[src/rtl/bt656_pkg.sv]
// bt656_pkg: shared types and constants for the BT.656 receiver path.
// FSM encoding, TRS preamble words, XY field positions and protection bits.
package bt656_pkg;

    typedef enum logic [1:0] {
        S_SEARCH = 2'd0,
        S_TRACK  = 2'd1,
        S_LOCKED = 2'd2
    } state_t;

    localparam logic [7:0] TRS_PRE_FF = 8'hFF;
    localparam logic [7:0] TRS_PRE_00 = 8'h00;

    localparam int XY_B7 = 7;
    localparam int XY_F  = 6;
    localparam int XY_V  = 5;
    localparam int XY_H  = 4;

    localparam int LINE_LEN_PAL  = 1728;
    localparam int LINE_LEN_NTSC = 1716;

    function automatic logic [3:0] xy_prot(input logic f, input logic v,
                                           input logic h);
        return {v ^ h, f ^ h, f ^ v, f ^ v ^ h};
    endfunction

endpackage

[src/rtl/bt656_in_if.sv]
// bt656_in_if: active-video bundle from the BT.656 receiver
// to the line buffer writer.
interface bt656_in_if;

    logic [7:0]  DATA_o;
    logic        DATA_VLD_o;
    logic        Y_FLAG_o;
    logic [10:0] PIX_CNT_o;

    modport master (
        output DATA_o,
        output DATA_VLD_o,
        output Y_FLAG_o,
        output PIX_CNT_o
    );

    modport slave (
        input DATA_o,
        input DATA_VLD_o,
        input Y_FLAG_o,
        input PIX_CNT_o
    );

endinterface

[src/rtl/bt656_xy_check.sv]
// bt656_xy_check: validates the TRS XY word and returns {ok, F, V, H}.
// Build option BT656_IN_ECC_EN enables single-bit correction.
module bt656_xy_check
    import bt656_pkg::*;
(
    input  logic [7:0] i_xy,
    output logic       o_ok,
    output logic       o_f,
    output logic       o_v,
    output logic       o_h
);

    logic       w_f;
    logic       w_v;
    logic       w_h;
    logic [3:0] w_syn;

    assign w_f   = i_xy[XY_F];
    assign w_v   = i_xy[XY_V];
    assign w_h   = i_xy[XY_H];
    assign w_syn = i_xy[3:0] ^ xy_prot(w_f, w_v, w_h);

`ifdef BT656_IN_ECC_EN
    // Syndrome decode: flip the flag a single-bit error landed on,
    // ignore errors confined to a protection bit or to bit 7.
    always_comb begin
        o_ok = 1'b0;
        o_f  = w_f;
        o_v  = w_v;
        o_h  = w_h;
        if (i_xy[XY_B7]) begin
            case (w_syn)
                4'b0000, 4'b0001, 4'b0010,
                4'b0100, 4'b1000: o_ok = 1'b1;
                4'b0111: begin
                    o_ok = 1'b1;
                    o_f  = ~w_f;
                end
                4'b1011: begin
                    o_ok = 1'b1;
                    o_v  = ~w_v;
                end
                4'b1101: begin
                    o_ok = 1'b1;
                    o_h  = ~w_h;
                end
                default: o_ok = 1'b0;
            endcase
        end else begin
            o_ok = (w_syn == 4'd0);
        end
    end
`else
    assign o_ok = i_xy[XY_B7] && (w_syn == 4'd0);
    assign o_f  = w_f;
    assign o_v  = w_v;
    assign o_h  = w_h;
`endif

endmodule

[src/rtl/bt656_in.sv]
// bt656_in: BT.656 8-bit receiver - TRS detect, line lock, active-video forward.
// Build option: define BT656_IN_ECC_EN to correct single-bit XY errors.
module bt656_in
    import bt656_pkg::*;
#(
    parameter int LINE_LENGTH  = LINE_LEN_PAL,
    parameter int ACTIVE_WORDS = 1440,
    parameter int LOCK_LINES   = 4
) (
    input  logic       CLK_i,
    input  logic       RST,
    input  logic       EN_i,
    input  logic [7:0] DIN_i,
    bt656_in_if.master vid,
    output logic       F_o,
    output logic       V_o,
    output logic       H_o,
    output logic [9:0] LINE_CNT_o,
    output logic       FRM_BG_o,
    output logic       LOCK_o,
    output logic       TRS_ERR_o
);

    localparam logic [10:0] LP_LEND = 11'(LINE_LENGTH - 1);
    localparam logic [10:0] LP_ALST = 11'(ACTIVE_WORDS - 1);
    localparam logic [3:0]  LP_LOCK = 4'(LOCK_LINES - 1);

    state_t      r_state;
    state_t      w_state_nx;
    logic [7:0]  r_h0;
    logic [7:0]  r_h1;
    logic [7:0]  r_h2;
    logic        w_trs;
    logic        w_xy_ok;
    logic        w_xf;
    logic        w_xv;
    logic        w_xh;
    logic        w_bad;
    logic        w_eav;
    logic        w_sav;
    logic        w_at_end;
    logic        w_miss;
    logic        w_err_fsm;
    logic        w_lock;
    logic        w_live;
    logic        w_ff;
    logic        w_fwd;
    logic        w_wff;
    logic [10:0] r_wcnt;
    logic [3:0]  r_good;
    logic        r_miss;
    logic        r_win;
    logic [10:0] r_pidx;
    logic [7:0]  r_data;
    logic        r_vld;
    logic        r_yflag;
    logic [10:0] r_pix;
    logic        r_f;
    logic        r_v;
    logic        r_h;
    logic [9:0]  r_line;
    logic        r_frm;
    logic        r_err;

    bt656_xy_check u_xy (
        .i_xy (DIN_i),
        .o_ok (w_xy_ok),
        .o_f  (w_xf),
        .o_v  (w_xv),
        .o_h  (w_xh)
    );

    assign w_trs = (r_h2 == TRS_PRE_FF) && (r_h1 == TRS_PRE_00)
                && (r_h0 == TRS_PRE_00);
    assign w_bad    = w_trs && !w_xy_ok;
    assign w_eav    = w_trs && w_xy_ok && w_xh;
    assign w_sav    = w_trs && w_xy_ok && !w_xh;
    assign w_at_end = (r_wcnt == LP_LEND);
    // A miss is a bad XY, an EAV off its slot, or an empty EAV slot.
    assign w_miss   = w_bad || (w_eav != w_at_end);
    assign w_live   = EN_i && (r_state == S_LOCKED);
    assign w_ff     = (DIN_i == TRS_PRE_FF);
    assign w_fwd    = w_live && r_win && !w_ff;
    assign w_wff    = w_live && r_win && w_ff;

    // Three-word history feeding the TRS preamble match.
    always_ff @(posedge CLK_i) begin
        if (RST) begin
            r_h0 <= 8'h00;
            r_h1 <= 8'h00;
            r_h2 <= 8'h00;
        end else begin
            r_h2 <= r_h1;
            r_h1 <= r_h0;
            r_h0 <= DIN_i;
        end
    end

    // FSM state register.
    always_ff @(posedge CLK_i) begin
        if (RST) r_state <= S_SEARCH;
        else     r_state <= w_state_nx;
    end

    // FSM next-state: acquire on spaced EAVs, drop after two misses.
    always_comb begin
        w_state_nx = r_state;
        if (!EN_i) begin
            w_state_nx = S_SEARCH;
        end else begin
            unique case (r_state)
                S_SEARCH: if (w_eav) w_state_nx = S_TRACK;
                S_TRACK: begin
                    if (w_bad || (w_eav && !w_at_end))
                        w_state_nx = S_SEARCH;
                    else if (w_eav && r_good == LP_LOCK)
                        w_state_nx = S_LOCKED;
                end
                S_LOCKED: if (w_miss && r_miss) w_state_nx = S_SEARCH;
                default:  w_state_nx = S_SEARCH;
            endcase
        end
    end

    // FSM outputs: lock flag and timing error event.
    always_comb begin
        w_lock    = (r_state == S_LOCKED);
        w_err_fsm = 1'b0;
        if (EN_i && r_state == S_TRACK)
            w_err_fsm = w_bad || (w_eav && !w_at_end);
        else if (EN_i && r_state == S_LOCKED)
            w_err_fsm = w_miss;
    end

    // Good-EAV and consecutive-miss counters.
    always_ff @(posedge CLK_i) begin
        if (RST || w_state_nx == S_SEARCH) begin
            r_good <= 4'd0;
            r_miss <= 1'b0;
        end else begin
            if (w_eav && r_state != S_LOCKED)
                r_good <= (r_state == S_SEARCH) ? 4'd1 : r_good + 4'd1;
            if (r_state != S_LOCKED)
                r_miss <= 1'b0;
            else if (w_miss)
                r_miss <= 1'b1;
            else if (w_eav)
                r_miss <= 1'b0;
        end
    end

    // Line word counter; flywheels over a missing EAV while locked.
    always_ff @(posedge CLK_i) begin
        if (RST)
            r_wcnt <= 11'd0;
        else if (w_eav || (r_state == S_LOCKED && w_at_end))
            r_wcnt <= 11'd0;
        else if (r_wcnt != 11'h7FF)
            r_wcnt <= r_wcnt + 11'd1;
    end

    // TRS flags, line count, frame-start and error pulses.
    always_ff @(posedge CLK_i) begin
        if (RST) begin
            r_f    <= 1'b0;
            r_v    <= 1'b0;
            r_h    <= 1'b0;
            r_line <= 10'd0;
            r_frm  <= 1'b0;
            r_err  <= 1'b0;
        end else begin
            r_frm <= 1'b0;
            r_err <= w_err_fsm || w_wff;
            if (w_trs && w_xy_ok) begin
                r_f <= w_xf;
                r_v <= w_xv;
                r_h <= w_xh;
            end
            if (w_eav) begin
                if (r_state == S_LOCKED && r_f && !w_xf) begin
                    r_line <= 10'd0;
                    r_frm  <= 1'b1;
                end else if (r_line != 10'h3FF) begin
                    r_line <= r_line + 10'd1;
                end
            end
        end
    end

    // Active window: opened by SAV with V=0, closed by count or 0xFF.
    always_ff @(posedge CLK_i) begin
        if (RST || !w_live) begin
            r_win  <= 1'b0;
            r_pidx <= 11'd0;
        end else if (w_sav && !w_xv) begin
            r_win  <= 1'b1;
            r_pidx <= 11'd0;
        end else if (r_win) begin
            if (w_ff || r_pidx == LP_ALST) r_win <= 1'b0;
            r_pidx <= r_pidx + 11'd1;
        end
    end

    // Registered active-video output.
    always_ff @(posedge CLK_i) begin
        if (RST) begin
            r_data  <= 8'h00;
            r_vld   <= 1'b0;
            r_yflag <= 1'b0;
            r_pix   <= 11'd0;
        end else begin
            r_vld <= w_fwd;
            if (w_fwd) begin
                r_data  <= DIN_i;
                r_pix   <= r_pidx;
                r_yflag <= r_pidx[0];
            end
        end
    end

    assign vid.DATA_o     = r_data;
    assign vid.DATA_VLD_o = r_vld;
    assign vid.Y_FLAG_o   = r_yflag;
    assign vid.PIX_CNT_o  = r_pix;
    assign F_o            = r_f;
    assign V_o            = r_v;
    assign H_o            = r_h;
    assign LINE_CNT_o     = r_line;
    assign FRM_BG_o       = r_frm;
    assign LOCK_o         = w_lock;
    assign TRS_ERR_o      = r_err;

endmodule

[src/flat_wrapper.sv]
// flat-port wrapper written by rule: the top's interface ports become plain ports
module bt656_in_flat import bt656_pkg::*;
#(
    parameter int LINE_LENGTH  = LINE_LEN_PAL,
    parameter int ACTIVE_WORDS = 1440,
    parameter int LOCK_LINES   = 4
)
  (CLK_i, RST, EN_i, DIN_i, F_o, V_o, H_o, LINE_CNT_o, FRM_BG_o, LOCK_o, TRS_ERR_o, vid_DATA_o, vid_DATA_VLD_o, vid_Y_FLAG_o, vid_PIX_CNT_o);
  bt656_in_if vid_i ();
  input  logic CLK_i;
  input  logic RST;
  input  logic EN_i;
  input  logic [7:0] DIN_i;
  output logic F_o;
  output logic V_o;
  output logic H_o;
  output logic [9:0] LINE_CNT_o;
  output logic FRM_BG_o;
  output logic LOCK_o;
  output logic TRS_ERR_o;
  output wire logic [$bits(vid_i.DATA_o)-1:0] vid_DATA_o;
  output wire logic [$bits(vid_i.DATA_VLD_o)-1:0] vid_DATA_VLD_o;
  output wire logic [$bits(vid_i.Y_FLAG_o)-1:0] vid_Y_FLAG_o;
  output wire logic [$bits(vid_i.PIX_CNT_o)-1:0] vid_PIX_CNT_o;
  assign vid_DATA_o = vid_i.DATA_o;
  assign vid_DATA_VLD_o = vid_i.DATA_VLD_o;
  assign vid_Y_FLAG_o = vid_i.Y_FLAG_o;
  assign vid_PIX_CNT_o = vid_i.PIX_CNT_o;
  bt656_in #(.LINE_LENGTH(LINE_LENGTH), .ACTIVE_WORDS(ACTIVE_WORDS), .LOCK_LINES(LOCK_LINES)) u_core (.CLK_i(CLK_i), .RST(RST), .EN_i(EN_i), .DIN_i(DIN_i), .vid(vid_i), .F_o(F_o), .V_o(V_o), .H_o(H_o), .LINE_CNT_o(LINE_CNT_o), .FRM_BG_o(FRM_BG_o), .LOCK_o(LOCK_o), .TRS_ERR_o(TRS_ERR_o));
endmodule
[config.mk]
export PLATFORM = sky130hd
export DESIGN_NAME = bt656_in_flat
export DESIGN_NICKNAME = d
export VERILOG_FILES = /design/src/rtl/bt656_pkg.sv /design/src/rtl/bt656_in_if.sv /design/src/rtl/bt656_xy_check.sv /design/src/rtl/bt656_in.sv /design/src/flat_wrapper.sv
export SDC_FILE = /design/constraint.sdc
export NUM_CORES = 1
export LEC_CHECK = 0
export ABC_CLOCK_PERIOD_IN_PS = 4600
export CELL_PAD_IN_SITES_DETAIL_PLACEMENT = 1
export CELL_PAD_IN_SITES_GLOBAL_PLACEMENT = 2
export CORE_UTILIZATION = 36
export DETAILED_ROUTE_END_ITERATION = 10
export PLACE_DENSITY = 0.83
export SETUP_SLACK_MARGIN = 0.3
export SKIP_LAST_GASP = 1
export SLEW_MARGIN = 10
export SYNTH_ARGS = -nofsm -noshare
export SYNTH_HDL_FRONTEND = slang
export SYNTH_SLANG_ARGS = --single-unit
[constraint.sdc]
create_clock -name CLK_i -period 4.6 [get_ports CLK_i]
set_input_delay 0.46 -clock CLK_i [delete_from_list [all_inputs] [get_ports CLK_i]]
set_output_delay 0.46 -clock CLK_i [all_outputs]
set_load 0.005 [all_outputs]
==> out/results.txt, run 1 <==
Required @ worst endpoint = 4.81 ns
Root Driver = clkbuf_8
Post-Synthesis Cells = 435
crit-path max cell delay = 0.77 ns
share of cells above drive strength 1 = 0.05219
CTS tree = yes
commonest non-fill, non-tap cell in the layout = dfxtp_1
maximum VDD drop = 167.4 uV
area post-placement = 0.004393 mm2
core area = 0.01032 mm2
Worst-Skew Late Latency = 0.35 ns
drt drc = 0
biggest area consumer among synthesized cells = dfxtp_1
Design Area, Final = 0.004576 mm2
cts bufs inserted = 9
most frequent cells in the layout = 89 x dfxtp_1, 60 x nor2_1, 46 x clkdlybuf4s50_1
maximum clock rate = 293.0 MHz
Netlist cell types = 54
Starting Density = 0.3713
Hold Vio Cnt, Final = 0
Area Overhead vs Synth = 19.35%
Final setup violation count = 0
final WL = 9.375 mm
Reg clk slew, reported paths = 0.08 ns
die area = 0.01107 mm2
Slew HR = 0.3951
period utilization = 0.7420
Hold Path Origin = u_core.r_h0[5]
family with the most delay on the worst path = compound AO/OA/AOI/OAI gates
DR vias = 3210
Worst Tran Pin Value = 0.9048 ns
skew final = 0.006194 ns
Maximum Capacitance Violations = 0
Initial DRC Count = 96
sequential share of the synthesized area = 0.4648
Post-Layout Cell Count = 615
EDFF count, synth = 0
status = finished, final reports clean
final worst slack = 1.187 ns
clock buffer depth = 2
antenna fix cells = 0
Post-DRT Antenna Nets = 0
aggregate global routing overflow = 0
crit path cell chain = clkdlybuf4s50_1 -> ha_1 -> xnor2_1 -> o211ai_1 -> nor3_1 -> nand3_1 -> inv_1 -> ha_1 -> inv_1 -> a21oi_1 -> a31o_2 -> o32ai_1 -> a311oi_1
cts hold-fix bufs = 0
# placed instances = 601
FF-to-FF Start = u_core.r_h1[1]
leakage power = 0.001636 uW
initial antenna violation count = 0
Setup crit start = DIN_i[4]
critical path class = input pin to flop
H-Tree Depth = 3
largest fanout on the critical path = 13
yosys warns = 0
Mean Syn Cell Area = 8.813 um2
final critical-path required period = 3.413 ns
largest net degree at the start of global routing = 59
drt via density = 5.220
PwrDens = 298.6 mW/mm2
CP arrival = 3.62 ns
Wirelength per Cell = 15.24 um
post_cts resized = 0
Final Slew Violations = 0
Cell Area, Synth = 0.003834 mm2
Place WS = 0.8303 ns
number of global-route vias before repair = 3273
Die X-Extent = 105.2 um
Top-Level Pins = 48
synthesis-stage register bit count = 89
Main synth FF type = dfxtp_1
min-delay worst type = flop to flop
Async SR Flop Fraction = 0
Setup Fix Bufs, Post-CTS = 0
Worst setup SP type = input pin
Post-Syn Nets = 452
CP Capture Type = flop
Pre-antenna DRT Iters = 4
post-DP HPWL = 6.674 mm
NumNets Final = 493
Global Route Usage Sum = 0.1799
# rows = 37
RSZ-0062 raised after global routing = no
GPL Wtd Cong = 0.8096
Clock Sinks = 89
Die Height = 105.2 um
Buf+Inv Stages, Crit Path = 3
final-layout fill cell count = 1218
Slowest-stage cell, CP = clkdlybuf4s50_1
first-pass GRT wire length = 15.77 mm
setup TNS = 0 ns
top cells by area, synth = dfxtp_1 46%, nor2_1 5.9%, a21oi_1 5.0%
Buffers on Ports = 47
top-area cell type share of the netlist area = 0.4648
[cells by family after synthesis]
kind of cell	synth area share
xor+xnor	0.04569
mux	0.01567
simple gates	0.2787
compound gates	0.1390
buf+inv	0.03655
fa+ha+maj	0.01958
flops	0.4648
[per-layer routing]
metal,track usage,share of wire,up-vias
li1,-,-,1599
met1,0.2161,0.45,1556
met2,0.3087,0.50,43
met3,0.04117,0.031,12
met4,0.07143,0.017,0
met5,0,0,-
[worst reg2reg max path: stages, from the launching register on]
cell and delay (ns):
dfxtp_1 0.31, nor4b_1 0.37, nand4_1 0.25, nor2_1 0.14, buf_4 0.19, nand3_1 0.12
inv_1 0.07, ha_1 0.24, inv_1 0.09, a21oi_1 0.09, a31o_2 0.24, o32ai_1 0.58
a311oi_1 0.11
[final cells by class]
cell class              instances  area [um2]  share of cell area
flip-flops and latches         89        1782              0.3894
repair buffers                 52       503.0              0.1099
clock inverters                 4       45.04            0.009844
well taps                     136       170.2             0.03719
multi-input cells             317        1912              0.4178
clock buffers                  10       137.6             0.03008
inverters                       7       26.28            0.005742
[stage by stage]
step	hold WS, ns	power [uW]	util
detailed placement	0.4579	866.1	0.4255
floorplan	0.4385	844.0	-
global route	0.4764	1423	0.4432
finish	0.4615	1366	0.4432
global placement	0.4424	863.9	0.4255
CTS	0.4650	1392	0.4432
[synthesized netlist by cell type (all sizes together), types with 2 or more instances]
cell type,count
ha,6
nand3,20
nand4,13
nor2,60
or2,2
nor3b,3
buf,12
inv,7
and4,2
xnor2,7
or4,4
xor2,13
a21oi,38
a31oi,3
a22o,2
o31ai,5
nor4,3
clkbuf,10
dfxtp,89
o211ai,3
nor4b,3
and3,3
nor3,7
o21ai,12
nand3b,2
nor2b,28
nand2b,25
a311oi,5
nand2,21
mux2i,6
and2,2
a21o,2
[power by group]
part | internal, uW | switching [uW] | leakage (uW)
registers | 780 | 5.66 | 0.000721
logic | 27.0 | 34.2 | 0.000817
clock network | 257 | 262 | 0.0000978
total | 1060 | 302 | 0.00164
[flip-flops by register name, indices dropped and copies added, names as in the netlist, 2 cells and up]
register / count
u_core.r_wcnt: 11
u_core.r_state: 2
u_core.vid.PIX_CNT_o: 11
u_core.LINE_CNT_o: 10
u_core.r_pidx: 11
u_core.r_good: 4
u_core.r_h0: 8
u_core.r_h2: 8
u_core.vid.DATA_o: 8
u_core.r_h1: 8
[path summary, 6_finish.rpt]
kind | endpoint | cells after the start | slack [ns]
setup / recovery | u_core.r_good[0] | 13 | 1.19
hold / removal | u_core.r_h1[5] | 1 | 0.46
setup reg to reg | u_core.r_good[0] | 12 | 1.65
hold reg to reg | u_core.r_h1[5] | 1 | 0.46
(Power assumes the default switching activity.)
==> inputs of run 2 (changes only) <==
Settings changed: ABC_CLOCK_PERIOD_IN_PS 4600 to 3400, CORE_UTILIZATION 36 to 34, PLACE_DENSITY 0.83 to 0.79.
Clock period 4.6 ns to 3.4 ns, I/O delays scaled along.
==> out/results.txt, run 2 (synthesis results as in run 1) <==
status = finished, final reports clean (unchanged)
crit path cell chain = clkdlybuf4s50_1 -> ha_1 -> xnor2_1 -> o211ai_1 -> nor3_1 -> nand3_1 -> inv_1 -> ha_1 -> inv_1 -> a21oi_1 -> nand2_1 -> a22oi_1 -> o32ai_1 -> buf_4 -> a311oi_1 (was clkdlybuf4s50_1 -> ha_1 -> xnor2_1 -> o211ai_1 -> nor3_1 -> nand3_1 -> inv_1 -> ha_1 -> inv_1 -> a21oi_1 -> a31o_2 -> o32ai_1 -> a311oi_1)
H-Tree Depth = 3 (unchanged)
Slew HR = 0.5325 (was 0.3951)
largest fanout on the critical path = 5 (was 13)
min-delay worst type = input pin to flop (was flop to flop)
Pre-antenna DRT Iters = 4 (unchanged)
setup TNS = 0 ns (unchanged)
crit-path max cell delay = 0.53 ns (was 0.77 ns)
largest net degree at the start of global routing = 41 (was 59)
skew final = 0.006468 ns (was 0.006194 ns)
Wirelength per Cell = 15.22 um (was 15.24 um)
maximum clock rate = 344.1 MHz
Clock Sinks = 89 (unchanged)
Reg clk slew, reported paths = 0.06 ns (was 0.08 ns)
worst hold path cell count = 2 (was 1)
Area Overhead vs Synth = 25.03% (was 19.35%)
CP arrival = 3.16 ns (was 3.62 ns)
FF-to-FF Start = u_core.r_wcnt[0] (was u_core.r_h1[1])
CTS tree = yes (unchanged)
Worst-Skew Late Latency = 0.34 ns (was 0.35 ns)
GPL Wtd Cong = 0.8012 (was 0.8096)
NumNets Final = 501 (was 493)
Slowest-stage cell, CP = clkdlybuf4s50_1 (unchanged)
# rows = 38 (was 37)
Final setup violation count = 0 (unchanged)
Worst Tran Pin Value = 0.6996 ns (was 0.9048 ns)
CP Capture Type = flop (unchanged)
die area = 0.01170 mm2 (was 0.01107 mm2)
clock buffer depth = 2 (unchanged)
cts hold-fix bufs = 0 (unchanged)
drt via density = 5.138 (was 5.220)
Die X-Extent = 108.2 um (was 105.2 um)
Initial DRC Count = 104 (was 96)
Power Total = 2235 uW (was 1366 uW)
share of cells above drive strength 1 = 0.07362 (was 0.05219)
period utilization = 0.8548
Post-DRT Antenna Nets = 0 (unchanged)
final WL = 9.572 mm (was 9.375 mm)
drt drc = 0 (unchanged)
Util after Layout = 0.4383 (was 0.4432)
initial antenna violation count = 0 (unchanged)
Buffers on Ports = 47 (unchanged)
most frequent cells in the layout = 89 x dfxtp_1, 60 x nor2_1, 46 x clkdlybuf4s50_1 (unchanged)
reg2reg end = u_core.r_miss (was u_core.r_good[0])
antenna fix cells = 0 (unchanged)
leakage power = 0.001736 uW (was 0.001636 uW)
commonest non-fill, non-tap cell in the layout = dfxtp_1 (unchanged)
Die Height = 108.2 um (was 105.2 um)
r2r setup slk = 0.62 ns (was 1.65 ns)
RSZ-0062 raised after global routing = no (unchanged)
Starting Density = 0.3506 (was 0.3713)
FF-to-FF path depth = 12 (unchanged)
cts bufs inserted = 9 (unchanged)
first-pass GRT wire length = 16.05 mm (was 15.77 mm)
Global Route Usage Sum = 0.1754 (was 0.1799)
aggregate global routing overflow = 0 (unchanged)
Gate power share = 0.039 (was 0.045)
Psw = 472.0 uW (was 301.9 uW)
final critical-path required period = 2.906 ns
Worst setup SP type = input pin (unchanged)
Required @ worst endpoint = 3.65 ns (was 4.81 ns)
number of global-route vias before repair = 3307 (was 3273)
Reg power frac = 0.476 (was 0.575)
Maximum Capacitance Violations = 0 (unchanged)
final-layout fill cell count = 1268 (was 1218)
Final Slew Violations = 0 (unchanged)
maximum VDD drop = 379.0 uV (was 167.4 uV)
Hold Vio Cnt, Final = 0 (unchanged)
critical path class = input pin to flop (unchanged)
core area = 0.01094 mm2 (was 0.01032 mm2)
Sw Share = 0.2112 (was 0.2209)
Int Power = 1763 uW (was 1065 uW)
post-DP HPWL = 6.831 mm (was 6.674 mm)
Hold Path Origin = RST (was u_core.r_h0[5])
Root Driver = clkbuf_16 (was clkbuf_8)
worst hold endpoint = u_core.r_h0[4] (was u_core.r_h1[5])
PwrDens = 466.2 mW/mm2 (was 298.6 mW/mm2)
DR vias = 3232 (was 3210)
Top-Level Pins = 48 (unchanged)
Clk pwr share = 0.485 (was 0.380)
==> run 2: worst max-delay path, delay by kind of cell <==
kind | cells | cell delay, ns
buf+inv | 4 | 0.84
fa+ha+maj | 2 | 0.43
compound gates | 5 | 0.94
xor+xnor | 1 | 0.15
simple gates | 3 | 0.45
==> run 2: area by class of cell <==
type | count | area, um2 | share of cell area
Sequential cell | 89 | 1782 | 0.3717
Tap cell | 140 | 175.2 | 0.03654
Inverter | 7 | 26.28 | 0.005482
Clock buffer | 10 | 239.0 | 0.04986
Timing Repair Buffer | 60 | 563.0 | 0.1175
Clock inverter | 6 | 90.09 | 0.01879
Multi-Input combinational cell | 317 | 1918 | 0.4002
==> run 2: worst max path at each step <==
stage	from	to	slack, ns	depth (start not counted)
2_1_floorplan	u_core.r_h1[1]	u_core.r_good[0]	0.83	11
3_3_place_gp	DIN_i[5]	u_core.r_miss	0.34	15
3_5_place_dp	DIN_i[5]	u_core.r_miss	0.18	15
4_1_cts	DIN_i[5]	u_core.r_miss	0.52	15
5_1_grt	DIN_i[5]	u_core.r_miss	0.25	15
6_report	DIN_i[5]	u_core.r_miss	0.49	15
==> run 2: metal layers <==
metal | wire length (um) | up-vias | GRT usage
met3 | 249 | 13 | 0.03978
met2 | 4590 | 33 | 0.2971
li1 | - | 1623 | -
met5 | 0 | - | 0
met4 | 121 | 0 | 0.06262
met1 | 4610 | 1563 | 0.2168
==> run 2: through the flow <==
step                      instances  worst slack, ns  hold WS [ns]  cell area [um2]
after floorplan                 435           0.8347        0.4385             3834
after global placement          612           0.3424        0.4471             4451
after detailed placement        612           0.1819        0.4554             4451
after CTS                       628           0.5236        0.3719             4780
after global routing            629           0.2492        0.4094             4793
final                           629           0.4936        0.3784             4793
==> run 2: timing repair <==
action / CTS / global route
setup endpoints to repair: 0 / 2
gates resized for setup: 0 / 1
endpoints found under the hold margin: 0 / 0
setup buffers: 0 / 1
==> run 2: power by group through the flow <==
stage                     clock network [uW]  logic [uW]  registers [uW]
after floorplan                            0        56.0            1090
after global placement                     0        83.5            1090
after detailed placement                   0        85.8            1090
after CTS                               1120        86.2            1060
after global routing                    1150        96.1            1070
final                                   1080        86.9            1060
